**config.mk**
```make
export PLATFORM = sky130hd
export DESIGN_NAME = traffic_intersection_ctrl
export DESIGN_NICKNAME = d
export VERILOG_FILES = /design/src/rtl/traffic_intersection_ctrl.sv
export SDC_FILE = /design/constraint.sdc
export NUM_CORES = 1
export LEC_CHECK = 0
export ABC_AREA = 1
export BUFFER_PORTS_ARGS = -buffer_cell sky130_fd_sc_hd__buf_2
export CAP_MARGIN = 15
export CORE_MARGIN = 5
export CORE_UTILIZATION = 50
export DETAILED_ROUTE_END_ITERATION = 6
export PLACE_DENSITY = 0.76
export SETUP_SLACK_MARGIN = 0.15
export SLEW_MARGIN = 25
export SYNTH_ARGS = -nofsm -noshare
export SYNTH_HDL_FRONTEND = slang
export SYNTH_SLANG_ARGS = --single-unit
```
**constraint.sdc**
```tcl
create_clock -name clk -period 2.81 [get_ports clk]
set_input_delay 0.281 -clock clk [delete_from_list [all_inputs] [get_ports clk]]
set_output_delay 0.281 -clock clk [all_outputs]
set_load 0.005 [all_outputs]
```
**src/rtl/traffic_intersection_ctrl.sv**
```systemverilog
// traffic_intersection_ctrl
// Round-robin multi-approach traffic-light controller. Each approach gets
// GREEN -> YELLOW -> ALL_RED in turn, with phase lengths counted in 1 s ticks.
// Pedestrian requests are latched per approach and served as a walk lamp
// during that approach's next green. A pending pedestrian on another
// approach may shorten the current green when priority_en is high.
// Optional feature: define EMERGENCY_PREEMPT_EN to add emergency preemption
// (ports emergency and emergency_dir).
module traffic_intersection_ctrl #(
    parameter int NUM_DIRS        = 4,
    parameter int GREEN_TICKS     = 10,
    parameter int MIN_GREEN_TICKS = 3,
    parameter int YELLOW_TICKS    = 2,
    parameter int ALLRED_TICKS    = 1,
    parameter int CNT_W           = 8
) (
    input  logic                        clk,
    input  logic                        rst,
    input  logic                        tick_1s,
    input  logic [NUM_DIRS-1:0]         ped_req,
    input  logic                        priority_en,
    output logic [NUM_DIRS-1:0]         green,
    output logic [NUM_DIRS-1:0]         yellow,
    output logic [NUM_DIRS-1:0]         red,
    output logic [NUM_DIRS-1:0]         walk,
    output logic [$clog2(NUM_DIRS)-1:0] active_dir,
    output logic                        phase_start
`ifdef EMERGENCY_PREEMPT_EN
    ,
    input  logic                        emergency,
    input  logic [$clog2(NUM_DIRS)-1:0] emergency_dir
`endif
);

    localparam int DIR_W = $clog2(NUM_DIRS);

    localparam logic [1:0] S_GREEN  = 2'd0;
    localparam logic [1:0] S_YELLOW = 2'd1;
    localparam logic [1:0] S_ALLRED = 2'd2;

    localparam logic [DIR_W-1:0] LAST_DIR = DIR_W'(NUM_DIRS - 1);

    logic [1:0]          state;
    logic [1:0]          next_state;
    logic [DIR_W-1:0]    next_dir;
    logic [CNT_W-1:0]    cnt;
    logic [NUM_DIRS-1:0] ped_pend;
    logic                walk_grant;
    logic                hold_cnt;
    logic [NUM_DIRS-1:0] active_mask;
    logic [NUM_DIRS-1:0] next_mask;
    logic [NUM_DIRS-1:0] pend_seen;
    logic                green_done;
    logic                yellow_done;
    logic                allred_done;
    logic                early_cut;
    logic                state_change;
    logic                enter_green;

    assign active_mask = NUM_DIRS'(1) << active_dir;
    assign next_mask   = NUM_DIRS'(1) << next_dir;
    assign pend_seen   = ped_pend | ped_req;

    assign green_done  = tick_1s && (cnt == CNT_W'(GREEN_TICKS - 1));
    assign yellow_done = tick_1s && (cnt == CNT_W'(YELLOW_TICKS - 1));
    assign allred_done = tick_1s && (cnt == CNT_W'(ALLRED_TICKS - 1));

    // The cut looks at requests already latched, never at this cycle's ped_req,
    // and ignores a request for the approach that already has green.
    assign early_cut   = tick_1s && priority_en
                         && (cnt >= CNT_W'(MIN_GREEN_TICKS - 1))
                         && (|(ped_pend & ~active_mask));

    assign state_change = (next_state != state);
    assign enter_green  = (state == S_ALLRED) && (next_state == S_GREEN);

    // Lamps and walk are decoded purely from registered state.
    assign green  = (state == S_GREEN)  ? active_mask : '0;
    assign yellow = (state == S_YELLOW) ? active_mask : '0;
    assign red    = ~(green | yellow);
    assign walk   = ((state == S_GREEN) && walk_grant) ? active_mask : '0;

    // Next phase and next owning approach.
    always_comb begin
        next_state = state;
        next_dir   = active_dir;
        hold_cnt   = 1'b0;
        case (state)
            S_GREEN: begin
                if (green_done || early_cut) begin
                    next_state = S_YELLOW;
                end
`ifdef EMERGENCY_PREEMPT_EN
                if (emergency) begin
                    if (active_dir == emergency_dir) begin
                        next_state = S_GREEN;
                        hold_cnt   = 1'b1;
                    end else begin
                        next_state = S_YELLOW;
                    end
                end
`endif
            end
            S_YELLOW: begin
                if (yellow_done) begin
                    next_state = S_YELLOW + 2'd1;
                end
            end
            S_ALLRED: begin
                if (allred_done) begin
                    next_state = S_GREEN;
                    next_dir   = (active_dir == LAST_DIR) ? '0 : active_dir + 1'b1;
`ifdef EMERGENCY_PREEMPT_EN
                    if (emergency) begin
                        next_dir = emergency_dir;
                    end
`endif
                end
            end
            default: begin
                next_state = S_GREEN;
            end
        endcase
    end

    // Phase register, owning approach, tick counter and phase_start pulse.
    always_ff @(posedge clk or posedge rst) begin
        if (rst) begin
            state       <= S_GREEN;
            active_dir  <= '0;
            cnt         <= '0;
            phase_start <= 1'b0;
        end else begin
            state       <= next_state;
            active_dir  <= next_dir;
            phase_start <= state_change;
            if (state_change) begin
                cnt <= '0;
            end else if (tick_1s && !hold_cnt) begin
                cnt <= cnt + 1'b1;
            end
        end
    end

    // Pedestrian latching; a request arriving on the green-entry edge is served at once.
    always_ff @(posedge clk or posedge rst) begin
        if (rst) begin
            ped_pend   <= '0;
            walk_grant <= 1'b0;
        end else if (enter_green) begin
            ped_pend   <= pend_seen & ~next_mask;
            walk_grant <= |(pend_seen & next_mask);
        end else begin
            ped_pend <= pend_seen;
            if (state_change) begin
                walk_grant <= 1'b0;
            end
        end
    end

endmodule

```
==> impl_metrics.tcl, run 1 <==
set metrics [dict create \
    drtPass1Iterations 5 \
    dp_hpwl_um 2090 \
    grt_max_degree 19 \
    synth_cells 167 \
    met2WireLength_um 1170 \
    fp.coreArea_um2 2500 \
    grt_remaining_overflow 0 \
    place_inst 223 \
    routed-via-count 1100 \
    start_kind "flop" \
    avgViaCountPerCell 4.85 \
    fin_tns_setup_ps 0 \
    crit_family "flip-flops" \
    synthAdderAreaFrac_pct 7.63 \
    ios 27 \
    crit_arrival_ps 1560 \
    hold_viol 0 \
    finalCritPeriodShare_pct 65.5 \
    diodes 0 \
    synth_edf_count 0 \
    cp_max_fo 8 \
    wl_met1_um 1210 \
    final_layout_size_suffix_gt1_share_pct 35.5 \
    ys_warn_count 0 \
    maxSlewViolCount 0 \
    routedWlPerCell_um 11.4 \
    synth_area_per_cell_um2 7.85 \
    io_buffers 26 \
    syn-num-nets 183 \
    cts_resized 0 \
    antenna_found_initial 0 \
    cts-root-buf "clkbuf_4" \
    final_cells 227 \
    fillerInstances 204 \
    endpoint_kind "primary output" \
    insertion_delay_ps 300 \
    grt_pass1_vias 1026 \
    tightest_slew_ps 686 \
    top_layer_used "met4" \
    cts_tree "done" \
    die_width_um 61.2 \
    drtIter0Drc 59 \
    die_area_um2 3750 \
    path_cells "inv_2 -> nor2_1 -> inv_1 -> a21oi_1 -> inv_1 -> buf_2" \
    hold_class "input port to asynchronous set/reset pin" \
    wirelength_um 2590 \
    ir_drop_mv 0.518 \
    max_slew_margin_pct 54.2 \
    maxCapViolCount 0 \
    clk_pin_slew_ps 110 \
    synth-seq-cells 18 \
    power.density_nw_per_um2 866 \
    synth-xor-area-share_pct 4.68 \
    clock-sinks 18 \
    cts_hold_buf 0 \
    gp_congestion 0.880 \
    wl_met3_um 175 \
    rsz0062_at_grt "false" \
    grt_pass1_wl_um 4460 \
    setup_viol 0 \
    grt_usage_pct 16.0 \
    yosys.area.top_type "dfrtp_1" \
    slowest_delay_ps 480 \
    clk_path_buf_depth 2 \
    htreeDepth 1 \
    rows 18 \
    cp.required_ps 2530 \
    status "finished clean" \
    min_period_ps 1840 \
    drc 0 \
    ant_nets 0 \
    nets 214 \
    yosys.area_share.simple_pct 38.5 \
    rrSetupSlack_ps 1120 \
    cts_setup_buffers 0 \
    path_class "flop to primary output" \
    synth_area_leaders "dfrtp_1 (34%), ha_1 (7.6%), inv_1 (7.4%), nand2_1 (7.4%), nor2_1 (6.0%)" \
    cpMostUsedCell "inv_1" \
    worst_path_max_delay_cell "dfrtp_1" \
    yosys_most_used_dff "dfrtp_1" \
    start_util_pct 52.5 \
    netlist_area_um2 1310 \
    ys_async_sr_fraction_pct 100 \
    die_h_um 61.2 \
    clock_skew_ps 8.25 \
    timing.fmax_mhz 544 \
    ys_types 25 \
    synth_compound_area_share_pct 5.15 \
    critPathBufInv 4 \
    synth_top_family_by_area "simple AND/OR/NAND/NOR gates" \
    netlist_top_cells_count "inv_1 (26), nand2_1 (26), nor2_1 (21)" \
    cts_buffers 3 \
    synth-seq-area-share_pct 34.4 \
    area_growth_syn_to_layout_pct 15.6 \
    synth_top_area_share_pct 34.4 \
    leakagePower_uw 0.000787 \
    muxShareOfSynthArea_pct 0 \
]
-- area by class of cell --
type	count	area [um^2]	area share, %
multi-input combinational	116	734	48.5
sequential	18	450	29.7
tap	30	37.5	2.48
inverter	33	126	8.34
timing repair buffer	26	130	8.59
clock buffer	4	36.3	2.39
-- cell families after synthesis --
group	after synthesis
DFF	18
adders and majority gates	8
buffers and inverters	33
xor gates and xnor gates	7
AOI/OAI and AO/OA	11
and+or+nand+nor	90
-- flip-flops by register name, summed over array words and instances (netlist names) --
signal / flops
active_dir: 2
cnt: 8
phase_start: 1
walk_grant: 1
state: 2
ped_pend: 4
-- routing by layer --
layer,vias to the layer above,global-route usage (%)
met2,34,26.3
li1,565,-
met4,0,5.57
met1,497,20.9
met5,-,0
met3,4,3.35
-- stage by stage --
stage          total power (uW)  worst slack (ps)  util, %  hold WS, ps  area (um^2)
2_1_floorplan               956              1290        -          220         1310
3_3_place_gp               1140              1140     59.2          406         1480
3_5_place_dp               1160              1120     59.2          417         1480
4_1_cts                    1330               942     60.6         89.2         1520
5_1_grt                    1450               798     60.6          134         1520
6_report                   1310               970     60.6         67.4         1520
-- final timing paths --
check | start | endpoint | depth (start not counted)
max in group asynchronous | rst | cnt[7]$_DFFE_PP0P_ | 2
max reg2reg | cnt[0]$_DFFE_PP0P_ | walk_grant$_DFFE_PP0P_ | 11
min reg2reg | walk_grant$_DFFE_PP0P_ | walk_grant$_DFFE_PP0P_ | 2
min in group clk | ped_req[0] | ped_pend[0]$_DFF_PP0_ | 3
min | rst | ped_pend[0]$_DFF_PP0_ | 2
max | state[0]$_DFF_PP0_ | red[1] | 6
-- layout by cell type (no fill, tap or decap), types with 8 or more instances in the layout --
cell type,count
buf_2,26
dfrtp_1,18
ha_1,8
inv_1,26
nand2_1,26
nand2_2,9
nand3_1,10
nor2_1,21
nor2_2,10
-- report_power, final --
part / internal [uW] / switching [uW]
clock network: 79.0 / 80.9
logic: 267 / 500
registers: 320 / 66.2
total: 665 / 647
(Power assumes the default switching activity.)
==> inputs of run 2 (changes only) <==
Clock period 2.81 ns to 1.8 ns, I/O delays scaled along.
==> impl_metrics.tcl, run 2 (synthesis results as in run 1) <==
set metrics [dict create \
    crit_arrival_ps 1820 \
    grt_pass1_vias 1056 \
    gp_congestion 0.880 \
    maxCapViolCount 0 \
    grt_usage_pct 16.8 \
    io_buffers 26 \
    setup_viol 0 \
    drtIter0Drc 56 \
    cts_tree "done" \
    layout_commonest_cell "buf_2" \
    finalCritPeriodShare_pct 89.8 \
    final_cell_mix "buf_2 (26), nand2_1 (21), nor2_1 (19)" \
    timing.fmax_mhz 619 \
    largest_registers "cnt (8), ped_pend (4)" \
    max_slew_margin_pct 53.0 \
    ios 27 \
    min_period_ps 1620 \
    status "finished clean" \
    drc 0 \
    rsz0062_at_grt "true" \
    timing.final.ws_setup_ps 184 \
    fillerInstances 193 \
    clkPwrFrac_pct 9.8 \
    hold_viol 0 \
    start_util_pct 52.5 \
    clk_path_buf_depth 2 \
    wirelength_um 3220 \
    grt_remaining_overflow 0 \
    cts_buffers 3 \
    tightest_slew_ps 705 \
    worst_path_max_delay_cell "dfrtp_1" \
    swShare_pct 49.7 \
    critPathBufInv 3 \
    hold_class "input port to flop" \
    largest_reg_flops 8 \
    dp_slack_ps 105 \
    avgViaCountPerCell 5.17 \
    slowest_delay_ps 420 \
    combPwrFrac_pct 66.3 \
    crit_family "simple AND/OR/NAND/NOR gates" \
    insertion_delay_ps 300 \
    maxSlewViolCount 0 \
    die_area_um2 3750 \
    dp_hpwl_um 2120 \
    fin_tns_setup_ps 0 \
    p_total_uw 2590 \
    htreeDepth 1 \
    drtPass1Iterations 4 \
    path_class "flop to flop" \
    cp.required_ps 2010 \
    grt_max_degree 19 \
    hold_slack_ps 153 \
    top_register "cnt" \
    clock-sinks 18 \
    p_int_uw 1300 \
    regArea_um2 452 \
    start_kind "flop" \
    antenna_found_initial 0 \
    p_sw_uw 1290 \
    pwr-share-seq_pct 23.9 \
    power.density_nw_per_um2 1480 \
    die_h_um 61.2 \
    die_width_um 61.2 \
    cts-root-buf "clkbuf_4" \
    area_growth_syn_to_layout_pct 33.9 \
    multi_input_area_um2 868 \
    path_cells "inv_2 -> ha_4 -> nand2_4 -> inv_4 -> nand2_4 -> nor2_4 -> nand3_2 -> nand2_4 -> inv_4 -> nand3_2 -> nand3_2 -> nand2_1 -> nand2_1" \
    cp_max_fo 4 \
    ant_nets 0 \
    grt_pass1_wl_um 4660 \
    diodes 0 \
    rows 18 \
    clock_skew_ps 5.28 \
    final_layout_size_suffix_gt1_share_pct 53.8 \
    fp.coreArea_um2 2500 \
    routed-via-count 1240 \
    ir_drop_mv 0.997 \
    nets 227 \
    clk_pin_slew_ps 110 \
    leakagePower_uw 0.000868 \
    endpoint_kind "flop" \
    routedWlPerCell_um 13.4 \
]
[run 2: cell count changes in the layout (fill, tap and decap cells not counted), sizes merged]
cell / change
buf: +11
dlygate4sd3: +1
nand2: +1
[run 2: path summary, 6_finish.rpt]
kind / startpoint / to / slack (ps) / cells after the start
max: cnt[1]$_DFFE_PP0P_ / walk_grant$_DFFE_PP0P_ / 180 / 13
min: ped_req[0] / ped_pend[0]$_DFF_PP0_ / 150 / 3
max reg2reg: cnt[1]$_DFFE_PP0P_ / walk_grant$_DFFE_PP0P_ / 180 / 13
min reg2reg: walk_grant$_DFFE_PP0P_ / walk_grant$_DFFE_PP0P_ / 530 / 2
max in group asynchronous: rst / state[0]$_DFF_PP0_ / 790 / 3
min in group asynchronous: rst / ped_pend[3]$_DFF_PP0_ / 520 / 3
[run 2: power by group through the flow]
stage / Sequential (uW) / Combinational, uW / Clock, uW
3_3_place_gp: 603 / 1180 / 0
6_report: 619 / 1720 / 254
2_1_floorplan: 594 / 898 / 0
5_1_grt: 631 / 1890 / 280
4_1_cts: 601 / 1260 / 260
3_5_place_dp: 612 / 1200 / 0
[run 2: worst reg2reg max path: stages, from the launching register on]
cell	delay, ps
dfrtp_1	420
inv_2	110
ha_4	150
nand2_4	50
inv_4	60
nand2_4	50
nor2_4	140
nand3_2	120
nand2_4	110
inv_4	50
nand3_2	60
nand3_2	90
nand2_1	80
nand2_1	50
[run 2: metal layers]
metal / vias up / GRT usage [%] / wire length (um)
met5: - / 0 / 0
met2: 46 / 28.5 / 1600
met4: 0 / 4.64 / 54
met1: 592 / 21.3 / 1350
met3: 6 / 3.98 / 217
li1: 596 / - / -
[run 2: timing repair]
| item | in CTS | in global routing |
|---|---|---|
| hold buffers | 1 | 0 |
| setup endpoints to repair | 16 | 18 |
| gates cloned | 0 | 1 |
| resized for setup | 4 | 41 |
| pin swaps | 0 | 15 |
| endpoints found under the hold margin | 18 | 0 |
| buffers inserted | 2 | 9 |
[run 2: through the flow]
stage	util, %	instances	cell area [um^2]
after global routing	70.2	240	1760
final	70.2	240	1760
after floorplan	-	167	1310
after CTS	61.9	230	1550
after global placement	59.2	223	1480
after detailed placement	59.2	223	1480
[run 2: area by class of cell]
class,instances,share of cell area (%)
sequential,18,25.7
multi-input combinational,117,49.5
tap,30,2.14
clock buffer,4,2.07
timing repair buffer,38,13.1
inverter,33,7.48
==> inputs of run 3 (changes only) <==
Settings changed: ABC_AREA 1 to not set, CORE_UTILIZATION 50 to 48, GPL_TIMING_DRIVEN set to 0, PLACE_DENSITY 0.76 to 0.77.
Clock period 1.8 ns to 1.4 ns, I/O delays scaled along.
==> impl_metrics.tcl, run 3 <==
set metrics [dict create \
    power.density_nw_per_um2 1950 \
    ant_nets 0 \
    area_growth_syn_to_layout_pct 53.6 \
    drc 0 \
    start_kind "flop" \
    synth-seq-area-share_pct 38.3 \
    diodes 0 \
    grt_max_degree 19 \
    max_slew_margin_pct 53.4 \
    worst_path_max_delay_cell "dfrtp_2" \
    leakagePower_uw 0.000783 \
    status "finished, violations left" \
    grt_usage_pct 18.7 \
    maxSlewViolCount 0 \
    wl_met3_um 136 \
    dp_hpwl_um 2000 \
    synth_cells 124 \
    synth-seq-cells 18 \
    synth_area_per_cell_um2 9.49 \
    hold_class "input port to flop" \
    synth_area_leaders "dfrtp_1 (38%), ha_1 (8.5%), nor3_1 (4.7%), nand2_1 (4.5%), and2_1 (3.7%)" \
    die_width_um 59.5 \
    final_cell_mix "buf_2 (16), buf_6 (15), dfrtp_1 (13)" \
    final_layout_size_suffix_gt1_share_pct 57.9 \
    die_area_um2 3540 \
    cp.required_ps 1590 \
    routed-via-count 1128 \
    place_inst 179 \
    critPathBufInv 2 \
    synth_edf_count 0 \
    cts_buffers 3 \
    clk_path_buf_depth 2 \
    tightest_slew_ps 699 \
    drtIter0Drc 47 \
    largest_reg_flops 8 \
    netlist_area_um2 1180 \
    start_util_pct 48.9 \
    endpoint_kind "flop" \
    htreeDepth 1 \
    p_total_uw 3530 \
    fillerInstances 154 \
    nets 188 \
    die_h_um 59.5 \
    grt_remaining_overflow 0 \
    ys_types 34 \
    grt_pass1_vias 1073 \
    r2r_start "active_dir[0]$_DFF_PP0_" \
    violations "setup timing" \
    gp_congestion 0.770 \
    io_buffers 25 \
    yosys.area.top_type "dfrtp_1" \
    setup_viol 32 \
    layout_commonest_cell "buf_2" \
    finalCritPeriodShare_pct 126 \
    netlist_top_cells_count "dfrtp_1 (18), nand2_1 (14), nor3_1 (11)" \
    cts-root-buf "clkbuf_4" \
    top_layer_used "met4" \
    crit_arrival_ps 1960 \
    cp-startpoint "active_dir[0]$_DFF_PP0_" \
    fp.coreArea_um2 2410 \
    wl_met1_um 1490 \
    path_class "flop to flop" \
    maxCapViolCount 0 \
    min-delay-start "ped_req[3]" \
    rsz0062_at_grt "true" \
    insertion_delay_ps 320 \
    largest_registers "cnt (8), ped_pend (4)" \
    min_period_ps 1770 \
    ir_drop_mv 1.80 \
    clock-sinks 18 \
    path_cells "buf_6 -> ha_4 -> nor2b_4 -> a2111oi_4 -> buf_4 -> o31ai_4 -> nor3_1" \
    clk_pin_slew_ps 120 \
    synth_top_area_share_pct 38.3 \
    clock_skew_ps 9.23 \
    timing.final.ws_setup_ps -367 \
    hold_viol 0 \
    crit_family "flip-flops" \
    met2WireLength_um 1960 \
    rows 18 \
    antenna_found_initial 0 \
    final_cells 201 \
    drtPass1Iterations 4 \
    yosysMostFrequentCell "dfrtp_1" \
    routedWlPerCell_um 18.2 \
    grt_pass1_wl_um 4890 \
    timing.fmax_mhz 566 \
    avgViaCountPerCell 5.61 \
    yosys_most_used_dff "dfrtp_1" \
    cp_max_fo 5 \
    wirelength_um 3660 \
    top_register "cnt" \
    ys_async_sr_fraction_pct 100 \
    ios 27 \
    ys_warn_count 0 \
    syn-num-nets 140 \
    cts_tree "done" \
    slowest_delay_ps 470 \
]
run 3: cell types whose count changed after synthesis, sizes merged, moves of 3 or more:
cell   previous run  this run
nor2b             0         5
a31oi             0         3
nor2             34        10
nand3            15         1
nand2            36        14
nor3              2        12
and2              0         7
inv              33         9
a21oi             6         3
and3              0         5
run 3: cells by family after synthesis:
group,count (synthesis),share of synthesized area (%)
buffers and inverters,12,4.25
AOI/OAI and AO/OA,13,10.7
muxes,3,3.61
adders and majority gates,8,8.50
DFF,18,38.3
xor gates and xnor gates,7,5.21
and+or+nand+nor,63,29.4
run 3: path summary, 6_finish.rpt:
| kind | to | depth (start not counted) | slack (ps) |
|---|---|---|---|
| max | cnt[4]$_DFFE_PP0P_ | 7 | -370 |
| min | ped_pend[3]$_DFF_PP0_ | 3 | 100 |
| max reg2reg | cnt[4]$_DFFE_PP0P_ | 7 | -370 |
| min reg2reg | ped_pend[1]$_DFF_PP0_ | 2 | 610 |
| max in group asynchronous | cnt[0]$_DFFE_PP0P_ | 3 | 450 |
| min in group asynchronous | ped_pend[0]$_DFF_PP0_ | 3 | 460 |
run 3: report_power, final:
group / switching (uW) / internal [uW]
sequential: 186 / 665
clock: 187 / 159
combinational: 1160 / 1170
total: 1540 / 1990
run 3: metrics by stage:
step | instance area [um^2] | utilization [%] | setup slack, ps | setup TNS [ps] | hold slack (ps)
finish | 1810 | 75.0 | -367 | -6700 | 95.5
global route | 1810 | 75.0 | -423 | -8130 | 102
CTS | 1590 | 66.1 | -276 | -4350 | 102
detailed placement | 1380 | 57.2 | -413 | -4420 | 274
global placement | 1380 | 57.2 | -345 | -3230 | 260
floorplan | 1220 | - | -173 | -1160 | 78.6
run 3: timing repair:
action	CTS	global route
hold buffers	1	0
gates resized for setup	22	38
buffers inserted	12	4
setup endpoints to repair	34	34
pin swaps	5	11
gates cloned	0	1
hold endpoints to repair	18	0
run 3: layout make-up:
cell class / instances / area [um^2] / area share, %
inverter: 9 / 38.8 / 2.15
sequential: 18 / 457 / 25.3
buffer: 3 / 27.5 / 1.52
timing repair buffer: 42 / 337 / 18.6
tap: 30 / 37.5 / 2.08
multi-input combinational: 95 / 875 / 48.4
clock buffer: 4 / 36.3 / 2.01
run 3: worst register-to-register path, stage by stage (launching register included):
cell       delay (ps)
dfrtp_2           470
buf_6             130
ha_4              160
nor2b_4           140
a2111oi_4          60
buf_4             170
o31ai_4           400
nor3_1            100
run 3: metal layers:
metal  vias up  track usage, %
met2        38            33.1
met5         -               0
li1        528               -
met4         0            8.54
met1       555            21.9
met3         7            2.83
